--- src/rtl/axi_adc_capture_seq.sv ---
// Capture sequencer: ADC clock generation, byte-to-word packing through a small FIFO,
// and splitting of the destination buffer into write commands plus a beat stream.
module axi_adc_capture_seq #(
    parameter int DIV_W       = 16,
    parameter int SIZE_W      = 24,
    parameter int BURST_BYTES = 64,
    parameter int FIFO_DEPTH  = 16
) (
    input  logic              aclk,
    input  logic              areset,
    input  logic [DIV_W-1:0]  cfg_clk_div,
    input  logic [31:0]       cfg_dst_addr,
    input  logic [SIZE_W-1:0] cfg_dst_size,
    input  logic              cfg_repeat,
    input  logic              ctl_start,
    input  logic              ctl_stop,
    output logic              busy,
    output logic              pass_done,
    output logic              done,
    output logic              err_cfg,
    output logic              overrun,
    output logic              adc_clk,
    input  logic [7:0]        adc_data,
    output logic              cmd_valid,
    input  logic              cmd_ready,
    output logic [31:0]       cmd_addr,
    output logic [7:0]        cmd_len,
    output logic              wdata_valid,
    input  logic              wdata_ready,
    output logic [31:0]       wdata,
    output logic [3:0]        wstrb,
    output logic              wlast
);

    localparam int AW = $clog2(FIFO_DEPTH);

    typedef enum logic [1:0] {IDLE, RUN, DRAIN, DONE} state_t;
    state_t state;

    logic [DIV_W-1:0]  div_q, div_cnt;
    logic [31:0]       base_q;
    logic [SIZE_W-1:0] size_q, samp_cnt, cmd_off, cmd_bytes;
    logic              rpt_q, samp_halt, cmd_act, last_cmd;
    logic [1:0]        pack_idx;
    logic [31:0]       pack_word, new_word;
    logic [3:0]        new_strb;
    logic [7:0]        beats_left;
    logic [35:0]       mem [FIFO_DEPTH];
    logic [AW:0]       wr_ptr, rd_ptr;

    function automatic logic [SIZE_W-1:0] chunk(input logic [SIZE_W-1:0] rem);
        return (rem > SIZE_W'(BURST_BYTES)) ? SIZE_W'(BURST_BYTES) : rem;
    endfunction

    function automatic logic [7:0] beats_m1(input logic [SIZE_W-1:0] bytes);
        return 8'((bytes - 1'b1) >> 2);
    endfunction

    logic fifo_empty, fifo_full, cfg_ok, cmd_hs, beat_hs, last_hs, pop;
    logic sampling, smp_tick, pass_end_smp, word_done, push, ovf, outstanding, to_done;
    logic [SIZE_W-1:0] nxt_off, nxt_bytes;
    logic [35:0] head;

    assign fifo_empty   = (wr_ptr == rd_ptr);
    assign fifo_full    = (wr_ptr[AW] != rd_ptr[AW]) && (wr_ptr[AW-1:0] == rd_ptr[AW-1:0]);
    assign head         = mem[rd_ptr[AW-1:0]];
    assign cfg_ok       = (cfg_clk_div != '0) && (cfg_dst_size != '0) && (cfg_dst_addr[1:0] == 2'b00);

    // In DRAIN an empty FIFO turns the remaining beats into zero-strobe pads.
    assign wdata_valid  = cmd_act && (!fifo_empty || state == DRAIN);
    assign wdata        = (wdata_valid && !fifo_empty) ? head[31:0]  : '0;
    assign wstrb        = (wdata_valid && !fifo_empty) ? head[35:32] : '0;
    assign wlast        = wdata_valid && (beats_left == 8'd0);

    assign cmd_hs       = cmd_valid && cmd_ready;
    assign beat_hs      = wdata_valid && wdata_ready;
    assign last_hs      = beat_hs && wlast;
    assign pop          = beat_hs && !fifo_empty;

    // Samples are taken on the edge that drives adc_clk from high to low.
    assign sampling     = (state == RUN) && !samp_halt;
    assign smp_tick     = sampling && adc_clk && (div_cnt == div_q - 1'b1);
    assign pass_end_smp = (samp_cnt == size_q - 1'b1);
    assign word_done    = smp_tick && (pack_idx == 2'd3 || pass_end_smp);
    assign push         = word_done && !fifo_full;
    assign ovf          = word_done && fifo_full;

    assign nxt_off      = last_cmd ? '0 : cmd_off + cmd_bytes;
    assign nxt_bytes    = chunk(size_q - nxt_off);
    assign outstanding  = cmd_valid || (cmd_act && !last_hs);

    assign to_done = ((state == RUN) &&
                      ((ctl_stop && !outstanding) ||
                       (!ctl_stop && !ovf && last_hs && last_cmd && !rpt_q))) ||
                     ((state == DRAIN) && (last_hs || (!cmd_valid && !cmd_act)));

    always_comb begin
        new_word = (pack_idx == 2'd0) ? '0 : pack_word;
        new_word[{pack_idx, 3'b000} +: 8] = adc_data;
        case (pack_idx)
            2'd0:    new_strb = 4'b0001;
            2'd1:    new_strb = 4'b0011;
            2'd2:    new_strb = 4'b0111;
            default: new_strb = 4'b1111;
        endcase
    end

    always_ff @(posedge aclk) begin
        if (push)
            mem[wr_ptr[AW-1:0]] <= {new_strb, new_word};
    end

    always_ff @(posedge aclk) begin
        if (areset) begin
            state      <= IDLE;
            busy       <= 1'b0;
            pass_done  <= 1'b0;
            done       <= 1'b0;
            err_cfg    <= 1'b0;
            overrun    <= 1'b0;
            adc_clk    <= 1'b0;
            cmd_valid  <= 1'b0;
            cmd_addr   <= '0;
            cmd_len    <= '0;
            div_q      <= '0;
            div_cnt    <= '0;
            base_q     <= '0;
            size_q     <= '0;
            rpt_q      <= 1'b0;
            samp_halt  <= 1'b1;
            samp_cnt   <= '0;
            pack_idx   <= '0;
            pack_word  <= '0;
            cmd_act    <= 1'b0;
            last_cmd   <= 1'b0;
            cmd_off    <= '0;
            cmd_bytes  <= '0;
            beats_left <= '0;
            wr_ptr     <= '0;
            rd_ptr     <= '0;
        end else begin
            pass_done <= 1'b0;
            done      <= 1'b0;
            err_cfg   <= 1'b0;

            if (push) wr_ptr <= wr_ptr + 1'b1;
            if (pop)  rd_ptr <= rd_ptr + 1'b1;

            if (cmd_hs) begin
                cmd_valid  <= 1'b0;
                cmd_act    <= 1'b1;
                beats_left <= cmd_len;
            end
            if (beat_hs) begin
                beats_left <= beats_left - 1'b1;
                if (wlast) cmd_act <= 1'b0;
            end
            if (ovf) overrun <= 1'b1;

            if (sampling) begin
                if (div_cnt == div_q - 1'b1) begin
                    div_cnt <= '0;
                    adc_clk <= ~adc_clk;
                end else begin
                    div_cnt <= div_cnt + 1'b1;
                end
            end
            if (smp_tick) begin
                pack_word <= new_word;
                if (pass_end_smp) begin
                    samp_cnt  <= '0;
                    pack_idx  <= '0;
                    samp_halt <= !rpt_q;
                end else begin
                    samp_cnt <= samp_cnt + 1'b1;
                    pack_idx <= pack_idx + 1'b1;
                end
            end

            case (state)
                IDLE: begin
                    if (ctl_start) begin
                        if (cfg_ok) begin
                            state     <= RUN;
                            busy      <= 1'b1;
                            overrun   <= 1'b0;
                            div_q     <= cfg_clk_div;
                            base_q    <= cfg_dst_addr;
                            size_q    <= cfg_dst_size;
                            rpt_q     <= cfg_repeat;
                            div_cnt   <= '0;
                            adc_clk   <= 1'b0;
                            samp_halt <= 1'b0;
                            samp_cnt  <= '0;
                            pack_idx  <= '0;
                            wr_ptr    <= '0;
                            rd_ptr    <= '0;
                            cmd_valid <= 1'b1;
                            cmd_addr  <= cfg_dst_addr;
                            cmd_len   <= beats_m1(chunk(cfg_dst_size));
                            cmd_off   <= '0;
                            cmd_bytes <= chunk(cfg_dst_size);
                            last_cmd  <= (cfg_dst_size <= SIZE_W'(BURST_BYTES));
                        end else begin
                            err_cfg <= 1'b1;
                        end
                    end
                end
                RUN: begin
                    if (last_hs && last_cmd) pass_done <= 1'b1;
                    if (ctl_stop || ovf) begin
                        samp_halt <= 1'b1;
                        adc_clk   <= 1'b0;
                        div_cnt   <= '0;
                        if (ovf || outstanding) state <= DRAIN;
                    end else if (last_hs && !(last_cmd && !rpt_q)) begin
                        cmd_valid <= 1'b1;
                        cmd_addr  <= base_q + 32'(nxt_off);
                        cmd_len   <= beats_m1(nxt_bytes);
                        cmd_off   <= nxt_off;
                        cmd_bytes <= nxt_bytes;
                        last_cmd  <= (nxt_off + nxt_bytes == size_q);
                    end
                end
                DONE:    state <= IDLE;
                default: ;
            endcase

            // Leaving for DONE flushes any residual words and parks the sampler.
            if (to_done) begin
                state     <= DONE;
                done      <= 1'b1;
                busy      <= 1'b0;
                wr_ptr    <= '0;
                rd_ptr    <= '0;
                adc_clk   <= 1'b0;
                samp_halt <= 1'b1;
            end
        end
    end

endmodule

--- config.mk ---
export PLATFORM = sky130hd
export DESIGN_NAME = axi_adc_capture_seq
export DESIGN_NICKNAME = d
export VERILOG_FILES = /design/src/rtl/axi_adc_capture_seq.sv
export SDC_FILE = /design/constraint.sdc
export NUM_CORES = 1
export LEC_CHECK = 0
export CAP_MARGIN = 10
export CORE_UTILIZATION = 40
export DETAILED_ROUTE_END_ITERATION = 6
export PLACE_DENSITY = 0.66
export SLEW_MARGIN = 20
export SYNTH_ARGS = -nofsm -noshare
export SYNTH_HDL_FRONTEND = slang
export SYNTH_SLANG_ARGS = --single-unit
--- constraint.sdc ---
create_clock -name aclk -period 14.8 [get_ports aclk]
set_clock_uncertainty 0.15 [all_clocks]
set_input_delay 2.96 -clock aclk [delete_from_list [all_inputs] [get_ports aclk]]
set_output_delay 2.96 -clock aclk [all_outputs]
set_load 0.01 [all_outputs]
==> impl_metrics.env, run 1 <==
export IMPL_port_buffers=171
export IMPL_synth_seq_area_share_pct=55.5
export IMPL_placement_setup_worst_slack_ps=5350
export IMPL_drt_first_pass_iters=6
export IMPL_run_status="complete, no violations"
export IMPL_core_area_mm2=0.0986
export IMPL_cts_tree="yes"
export IMPL_synth_area_in_adders_pct=3.75
export IMPL_grt_overflow_total=0
export IMPL_final_hold_violation_count=0
export IMPL_netlist_cell_type_count=98
export IMPL_worst_endpoint_arrival_ps=10160
export IMPL_num_vias=27627
export IMPL_synth_top_family_by_area="simple AND/OR/NAND/NOR gates"
export IMPL_max_stage_delay_ps=1080
export IMPL_critical_path_startpoint_type="flop"
export IMPL_timing_slew_headroom_pct=21.9
export IMPL_syn_cell_area_mm2=0.0399
export IMPL_path_clk_slew_ps=60
export IMPL_holdCritPathClass="reg -> reg"
export IMPL_seq_power_share_pct=45.2
export IMPL_count_of_instances_resized_after_the_clock_tree_is_built=0
export IMPL_chipWidth_um=318
export IMPL_drc=0
export IMPL_design_power_total_mw=5.56
export IMPL_portion_of_netlist_area_occupied_by_mux_cells_pct=10.7
export IMPL_synth_top_area_cell="sky130_fd_sc_hd__edfxtp_1"
export IMPL_finish_net_count=3677
export IMPL_layout_setup_ws_ps=5080
export IMPL_clock_latency_ps=700
export IMPL_async_flop_share_pct=0
export IMPL_htree_num_levels=3
export IMPL_power_static_leakage_nw=15.7
export IMPL_detailed_place_hpwl_mm=72.0
export IMPL_cts_buffer_depth=3
export IMPL_timing_rr_start="cmd_off[0]$_SDFFE_PP0P_"
export IMPL_cts_root_buffer_cell="sky130_fd_sc_hd__clkbuf_16"
export IMPL_grt_antenna_before_repair=4
export IMPL_num_io_pins=172
export IMPL_edff_count_synth=560
export IMPL_die_h_um=318
export IMPL_cts_sinks=825
export IMPL_timing_max_transition_violations_final=0
export IMPL_post_route_cells_drive_above_1_share_pct=12.4
export IMPL_power_switching_share_pct=26.1
export IMPL_post_route_min_period_ps=9720
export IMPL_numCtsBuffers=89
export IMPL_grt_pass1_vias=26630
export IMPL_layout_cells_most_common="sky130_fd_sc_hd__edfxtp_1"
export IMPL_routability_cong=0.966
export IMPL_timing_critical_path_max_delay_family="compound AO/OA/AOI/OAI gates"
export IMPL_cp_end_kind="flop"
export IMPL_postSynthAreaPerCell_um2=12.0
export IMPL_cellPowerDensity_mw_per_mm2=120
export IMPL_grt_use_total_pct=21.5
export IMPL_synth_ff_latch_count=825
export IMPL_max_vdd_ir_drop_mv=0.0948
export IMPL_yosys_area_share_simple_pct=13.2
export IMPL_maxCapViolCount=0
export IMPL_layout_common_cells="560 x sky130_fd_sc_hd__edfxtp_1, 377 x sky130_fd_sc_hd__nand2_1, 260 x sky130_fd_sc_hd__dfxtp_1"
export IMPL_syn_to_final_growth_pct=15.9
export IMPL_ctsHoldBuffers=0
export IMPL_crit_path_max_fanout=11
export IMPL_power_clock_fraction_pct=41.8
export IMPL_path_class="reg -> reg"
export IMPL_layout_cell_area_non_filler_mm2=0.0462
export IMPL_cp_required_ps=15250
export IMPL_grt_start_max_net_pins=78
export IMPL_dr_first_iter_drc_count=2927
export IMPL_core_rowCount=115
export IMPL_rsz_0062_raised_after_global_routing="no"
export IMPL_antenna_left=0
export IMPL_power_switching_mw=1.45
export IMPL_crit_slowest_cell="sky130_fd_sc_hd__a2111oi_2"
export IMPL_grt_first_pass_wirelength_mm=166
export IMPL_nFillCells=8752
export IMPL_worst_slew_pin_transition_ps=1170
export IMPL_postSynth_topFlopCell="sky130_fd_sc_hd__edfxtp_1"
export IMPL_timing_fmax_mhz=103
export IMPL_dieArea_mm2=0.101
export IMPL_dr_wl_cell_um=22.9
export IMPL_timing_final_crit_share_pct=65.7
export IMPL_finalSetupViolCount=0
export IMPL_routed_wl_mm=111
export IMPL_worstPathBufferInverterCount=2
export IMPL_initial_utilization_pct=40.5
export IMPL_critPathLaunch="cmd_off[0]$_SDFFE_PP0P_"
export IMPL_synth_compound_area_share_pct=10.5
export IMPL_cell_internal_pwr_mw=4.11
export IMPL_post_synth_inst_count=3328
export IMPL_detail_route_vias_per_cell=5.71
export IMPL_synth_xor_area_share_pct=3.90
export IMPL_totalNegativeSetupSlack_ps=0
export IMPL_dpl_instance_area_mm2=0.0431
export IMPL_synth_area_leaders="sky130_fd_sc_hd__edfxtp_1 42%, sky130_fd_sc_hd__dfxtp_1 13%, sky130_fd_sc_hd__mux4_2 9.9%"
export IMPL_pwr_share_comb_pct=12.9
export IMPL_post_cts_setup_buffers=0
export IMPL_hp_start="pack_word[21]$_SDFFE_PP0P_"
export IMPL_path_common_cell="sky130_fd_sc_hd__ha_1"
export IMPL_synth_top_area_share_pct=42.2
export IMPL_synth_warning_count=0
path summary, 6_finish.rpt:
| path | to | slack, ps | cells past startpoint |
|---|---|---|---|
| max reg2reg | last_cmd$_SDFFE_PP0P_ | 5080 | 36 |
| min reg2reg | pack_word[21]$_SDFFE_PP0P_ | 300 | 2 |
| max | last_cmd$_SDFFE_PP0P_ | 5080 | 36 |
| min | pack_word[21]$_SDFFE_PP0P_ | 300 | 2 |
per-stage QoR:
step                std cells  util [%]  hold WS, ps
global route             4836      46.9          318
finish                   4837      46.9          299
CTS                      4836      46.8          302
global placement         4669      43.7          288
floorplan                3343         -          282
detailed placement       4669      43.7          294
registers in the layout, summed over array words and instances, names as in the netlist, 2 cells and up:
register    count
cmd_len         8
div_q          16
cmd_addr       32
wr_ptr          5
beats_left      8
pack_idx        2
samp_cnt       24
size_q         24
state           2
rd_ptr          5
pack_word      32
div_cnt        16
cmd_off        24
cmd_bytes      24
base_q         32
mem           560
cells by family (layout without fill, tap and decap cells):
kind of cell / count (synthesis) / count (layout)
multiplexers: 208 / 208
flip-flops: 825 / 825
AND/OR/NAND/NOR: 1095 / 1095
adder cells (fa/ha/maj): 117 / 117
buffers and inverters: 253 / 459
XOR/XNOR: 176 / 176
AO/OA/AOI/OAI: 653 / 653
other: 1 / 17
power groups by stage:
stage / Clock [mW] / Combinational (mW) / Sequential, mW
6_report: 2.32 / 0.718 / 2.51
2_1_floorplan: 0 / 0.475 / 2.55
5_1_grt: 2.45 / 0.779 / 2.52
3_5_place_dp: 0 / 0.703 / 2.56
3_3_place_gp: 0 / 0.705 / 2.56
4_1_cts: 2.36 / 0.707 / 2.51
worst min-delay path, delay by kind of cell (launching register included):
family / cells / cell delay [ps]
AO/OA/AOI/OAI: 1 / 50
flip-flops: 1 / 300
AND/OR/NAND/NOR: 1 / 50
cell usage after synthesis, types with 12 or more instances:
master                     instances
sky130_fd_sc_hd__a211oi_1         48
sky130_fd_sc_hd__a21o_1           39
sky130_fd_sc_hd__a21oi_1         256
sky130_fd_sc_hd__a22o_1           17
sky130_fd_sc_hd__a31oi_1          32
sky130_fd_sc_hd__and3_1           87
sky130_fd_sc_hd__and4_1           14
sky130_fd_sc_hd__buf_1            15
sky130_fd_sc_hd__buf_2            12
sky130_fd_sc_hd__clkbuf_1        145
sky130_fd_sc_hd__dfxtp_1         265
sky130_fd_sc_hd__edfxtp_1        560
sky130_fd_sc_hd__ha_1            113
sky130_fd_sc_hd__inv_1            76
sky130_fd_sc_hd__mux2i_1          28
sky130_fd_sc_hd__mux4_2          175
sky130_fd_sc_hd__nand2_1         377
sky130_fd_sc_hd__nand2b_1         40
sky130_fd_sc_hd__nand3_1          80
sky130_fd_sc_hd__nand3b_1         12
sky130_fd_sc_hd__nand4_1          33
sky130_fd_sc_hd__nor2_1          257
sky130_fd_sc_hd__nor2b_1          23
sky130_fd_sc_hd__nor3_1           65
sky130_fd_sc_hd__nor4_1           25
sky130_fd_sc_hd__o211ai_1         20
sky130_fd_sc_hd__o21a_1           30
sky130_fd_sc_hd__o21ai_0          84
sky130_fd_sc_hd__o31ai_1          12
sky130_fd_sc_hd__or3_1            15
sky130_fd_sc_hd__xnor2_1          99
sky130_fd_sc_hd__xor2_1           76
metal layers:
layer / GRT usage, % / part of all wire (%) / routed length, µm / up-vias
li1: - / - / - / 12833
met1: 28.7 / 42 / 46600 / 13734
met2: 35.9 / 49 / 54100 / 878
met3: 3.51 / 6.3 / 7040 / 180
met4: 6.89 / 2.9 / 3230 / 2
met5: 0 / 0.0072 / 8 / -
layout make-up:
class | instances | area, µm² | area share (%)
clock inverters | 48 | 682 | 1.48
inverters | 77 | 289 | 0.625
flip-flops and latches | 825 | 22100 | 47.9
multi-input cells | 2265 | 17000 | 36.8
clock buffers | 119 | 2430 | 5.26
repair buffers | 215 | 2040 | 4.42
diodes | 1 | 2.50 | 0.00542
well taps | 1287 | 1610 | 3.48
No activity file was read; power rests on OpenSTA's default activity.
==> run 2: changes to the inputs <==
--- a/config.mk
+++ b/config.mk
@@ -8,7 +8,7 @@
 export CAP_MARGIN = 10
 export CORE_UTILIZATION = 40
 export DETAILED_ROUTE_END_ITERATION = 6
-export PLACE_DENSITY = 0.66
+export PLACE_DENSITY = 0.68
 export SLEW_MARGIN = 20
 export SYNTH_ARGS = -nofsm -noshare
 export SYNTH_HDL_FRONTEND = slang
==> constraint.sdc (replaced) <==
create_clock -name aclk -period 8 [get_ports aclk]
set_clock_uncertainty 0.15 [all_clocks]
set_input_delay 1.6 -clock aclk [delete_from_list [all_inputs] [get_ports aclk]]
set_output_delay 1.6 -clock aclk [all_outputs]
set_load 0.01 [all_outputs]
==> run 2 against run 1 <==
  * Sequential power is 86% higher
  * Wire length is 1.9% higher
  * Maximum frequency is 28% higher
  * Clock power is 80% higher
  * Register-to-register slack worse by 4600 ps
  * Utilization is 0.62 points higher
  * First-iteration DRC count is 6.8% lower
  * Critical path depth is 4 higher
  * Cell count is 1.2% higher
  * Sequential cell count stayed put
  * Combinational power is 95% higher
  * Critical endpoint unchanged
==> impl_metrics.env, run 2 (same netlist as run 1, synthesis figures left out) <==
export IMPL_clock_latency_ps=670
export IMPL_post_route_min_period_ps=7560
export IMPL_run_status="complete, no violations"
export IMPL_grt_antenna_before_repair=4
export IMPL_post_route_cells_drive_above_1_share_pct=14.9
export IMPL_dr_first_iter_drc_count=2727
export IMPL_routability_cong=0.944
export IMPL_finalSetupViolCount=0
export IMPL_layout_setup_ws_ps=438
export IMPL_grt_first_pass_wirelength_mm=170
export IMPL_placement_setup_worst_slack_ps=3.59
export IMPL_dieArea_mm2=0.101
export IMPL_cts_tree="yes"
export IMPL_power_static_leakage_nw=16.0
export IMPL_max_vdd_ir_drop_mv=0.162
export IMPL_drt_first_pass_iters=5
export IMPL_maxCapViolCount=0
export IMPL_timing_final_crit_share_pct=94.5
export IMPL_path_clk_slew_ps=60
export IMPL_finish_net_count=3740
export IMPL_cellPowerDensity_mw_per_mm2=219
export IMPL_dr_wl_cell_um=23.1
export IMPL_critical_path_startpoint_type="flop"
export IMPL_detail_route_vias_per_cell=5.76
export IMPL_grt_pass1_vias=27358
export IMPL_ctsHoldBuffers=0
export IMPL_detailed_place_hpwl_mm=75.0
export IMPL_holdCritPathClass="reg -> reg"
export IMPL_grt_start_max_net_pins=86
export IMPL_route_met3_wl_mm=7.72
export IMPL_drc=0
export IMPL_drt_met1_wl_mm=46.9
export IMPL_timing_slew_headroom_pct=24.6
export IMPL_path_class="reg -> reg"
export IMPL_diodes=0
export IMPL_antenna_left=0
export IMPL_grt_use_total_pct=22.0
export IMPL_final_hold_violation_count=0
export IMPL_cts_buffer_depth=3
export IMPL_grt_overflow_total=0
export IMPL_num_io_pins=172
export IMPL_design_power_total_mw=10.2
export IMPL_cp_end_kind="flop"
export IMPL_syn_to_final_growth_pct=17.4
export IMPL_crit_path_max_fanout=4
export IMPL_layout_common_cells="560 x sky130_fd_sc_hd__edfxtp_1, 377 x sky130_fd_sc_hd__nand2_1, 258 x sky130_fd_sc_hd__dfxtp_1"
export IMPL_num_vias=28219
export IMPL_maxUsedRoutingLayer="met5"
export IMPL_max_stage_delay_ps=480
export IMPL_finalHoldWorstSlack_ps=301
export IMPL_totalNegativeSetupSlack_ps=0
export IMPL_core_rowCount=115
export IMPL_cts_root_buffer_cell="sky130_fd_sc_hd__clkbuf_16"
export IMPL_path_common_cell="sky130_fd_sc_hd__a21o_1"
export IMPL_chipWidth_um=318
export IMPL_die_h_um=318
export IMPL_timing_fmax_mhz=132
export IMPL_routed_wl_mm=113
export IMPL_numCtsBuffers=87
export IMPL_largest_reg_flops=560
export IMPL_worst_slew_pin_transition_ps=1130
export IMPL_timing_max_transition_violations_final=0
export IMPL_cp_required_ps=8440
export IMPL_core_area_mm2=0.0986
export IMPL_initial_utilization_pct=40.5
export IMPL_dr_wl_met2_mm=55.0
export IMPL_layout_cells_most_common="sky130_fd_sc_hd__edfxtp_1"
export IMPL_worst_endpoint_arrival_ps=8000
export IMPL_cts_sinks=825
export IMPL_port_buffers=171
export IMPL_crit_slowest_cell="sky130_fd_sc_hd__or3b_2"
export IMPL_htree_num_levels=3
## run 2: cell count changes in the layout (fill, tap and decap cells not counted), sizes merged
cell / before / now
buf: 45 / 110
clkbuf: 119 / 111
clkinvlp: 4 / 7
clkinv: 30 / 32
bufinv: 11 / 10
diode: 1 / 0
inv: 80 / 79
## run 2: what timing repair did
item                                    CTS  global route
gates resized for setup                   3            45
pin swaps                                 2            33
endpoints found under the setup margin    1             1
gates cloned                              0             0
buffers inserted                          0            11
## run 2: layer usage
| metal | vias up | GRT usage [%] |
|---|---|---|
| met5 | - | 0 |
| met1 | 14064 | 29.3 |
| met2 | 1020 | 37.0 |
| met3 | 180 | 2.99 |
| met4 | 2 | 7.39 |
| li1 | 12953 | - |
## run 2: worst paths after layout
kind                                              endpoint  slack [ps]  cells after the start                       start
worst max register to register       last_cmd$_SDFFE_PP0P_         440                     40   cmd_bytes[0]$_SDFFE_PP0P_
worst max-delay path                 last_cmd$_SDFFE_PP0P_         440                     40   cmd_bytes[0]$_SDFFE_PP0P_
worst min register to register  pack_word[25]$_SDFFE_PP0P_         300                      2  pack_word[25]$_SDFFE_PP0P_
worst min-delay path            pack_word[25]$_SDFFE_PP0P_         300                      2  pack_word[25]$_SDFFE_PP0P_
## run 2: through the flow
step	util [%]	instance area [µm²]	cells
6_report	47.5	46800	4896
5_1_grt	47.5	46800	4896
4_1_cts	47.2	46500	4884
3_5_place_dp	44.1	43500	4722
3_3_place_gp	44.0	43400	4719
2_1_floorplan	-	39900	3343
## run 2: layout make-up
| class | instances | area (µm²) |
|---|---|---|
| tap | 1287 | 1610 |
| inverter | 77 | 289 |
| multi-input combinational | 2265 | 17200 |
| clock inverter | 51 | 576 |
| timing repair buffer | 280 | 2570 |
| sequential | 825 | 22100 |
| clock buffer | 111 | 2410 |
| fill | 8718 | 51700 |
## run 2: power breakdown
group / switching [mW] / internal, mW / leakage, nW
clock network: 1.71 / 2.47 / 1.45
registers: 0.0855 / 4.57 / 7.17
logic: 0.851 / 0.553 / 7.42
total: 2.65 / 7.59 / 16.0
## run 2: critical path, delay by kind of cell (launching register included)
kind,cells,cell delay [ps]
AO/OA/AOI/OAI,22,3480
XOR/XNOR,1,160
adder cells (fa/ha/maj),4,1110
buffers and inverters,4,470
flip-flops,1,360
AND/OR/NAND/NOR,9,1740
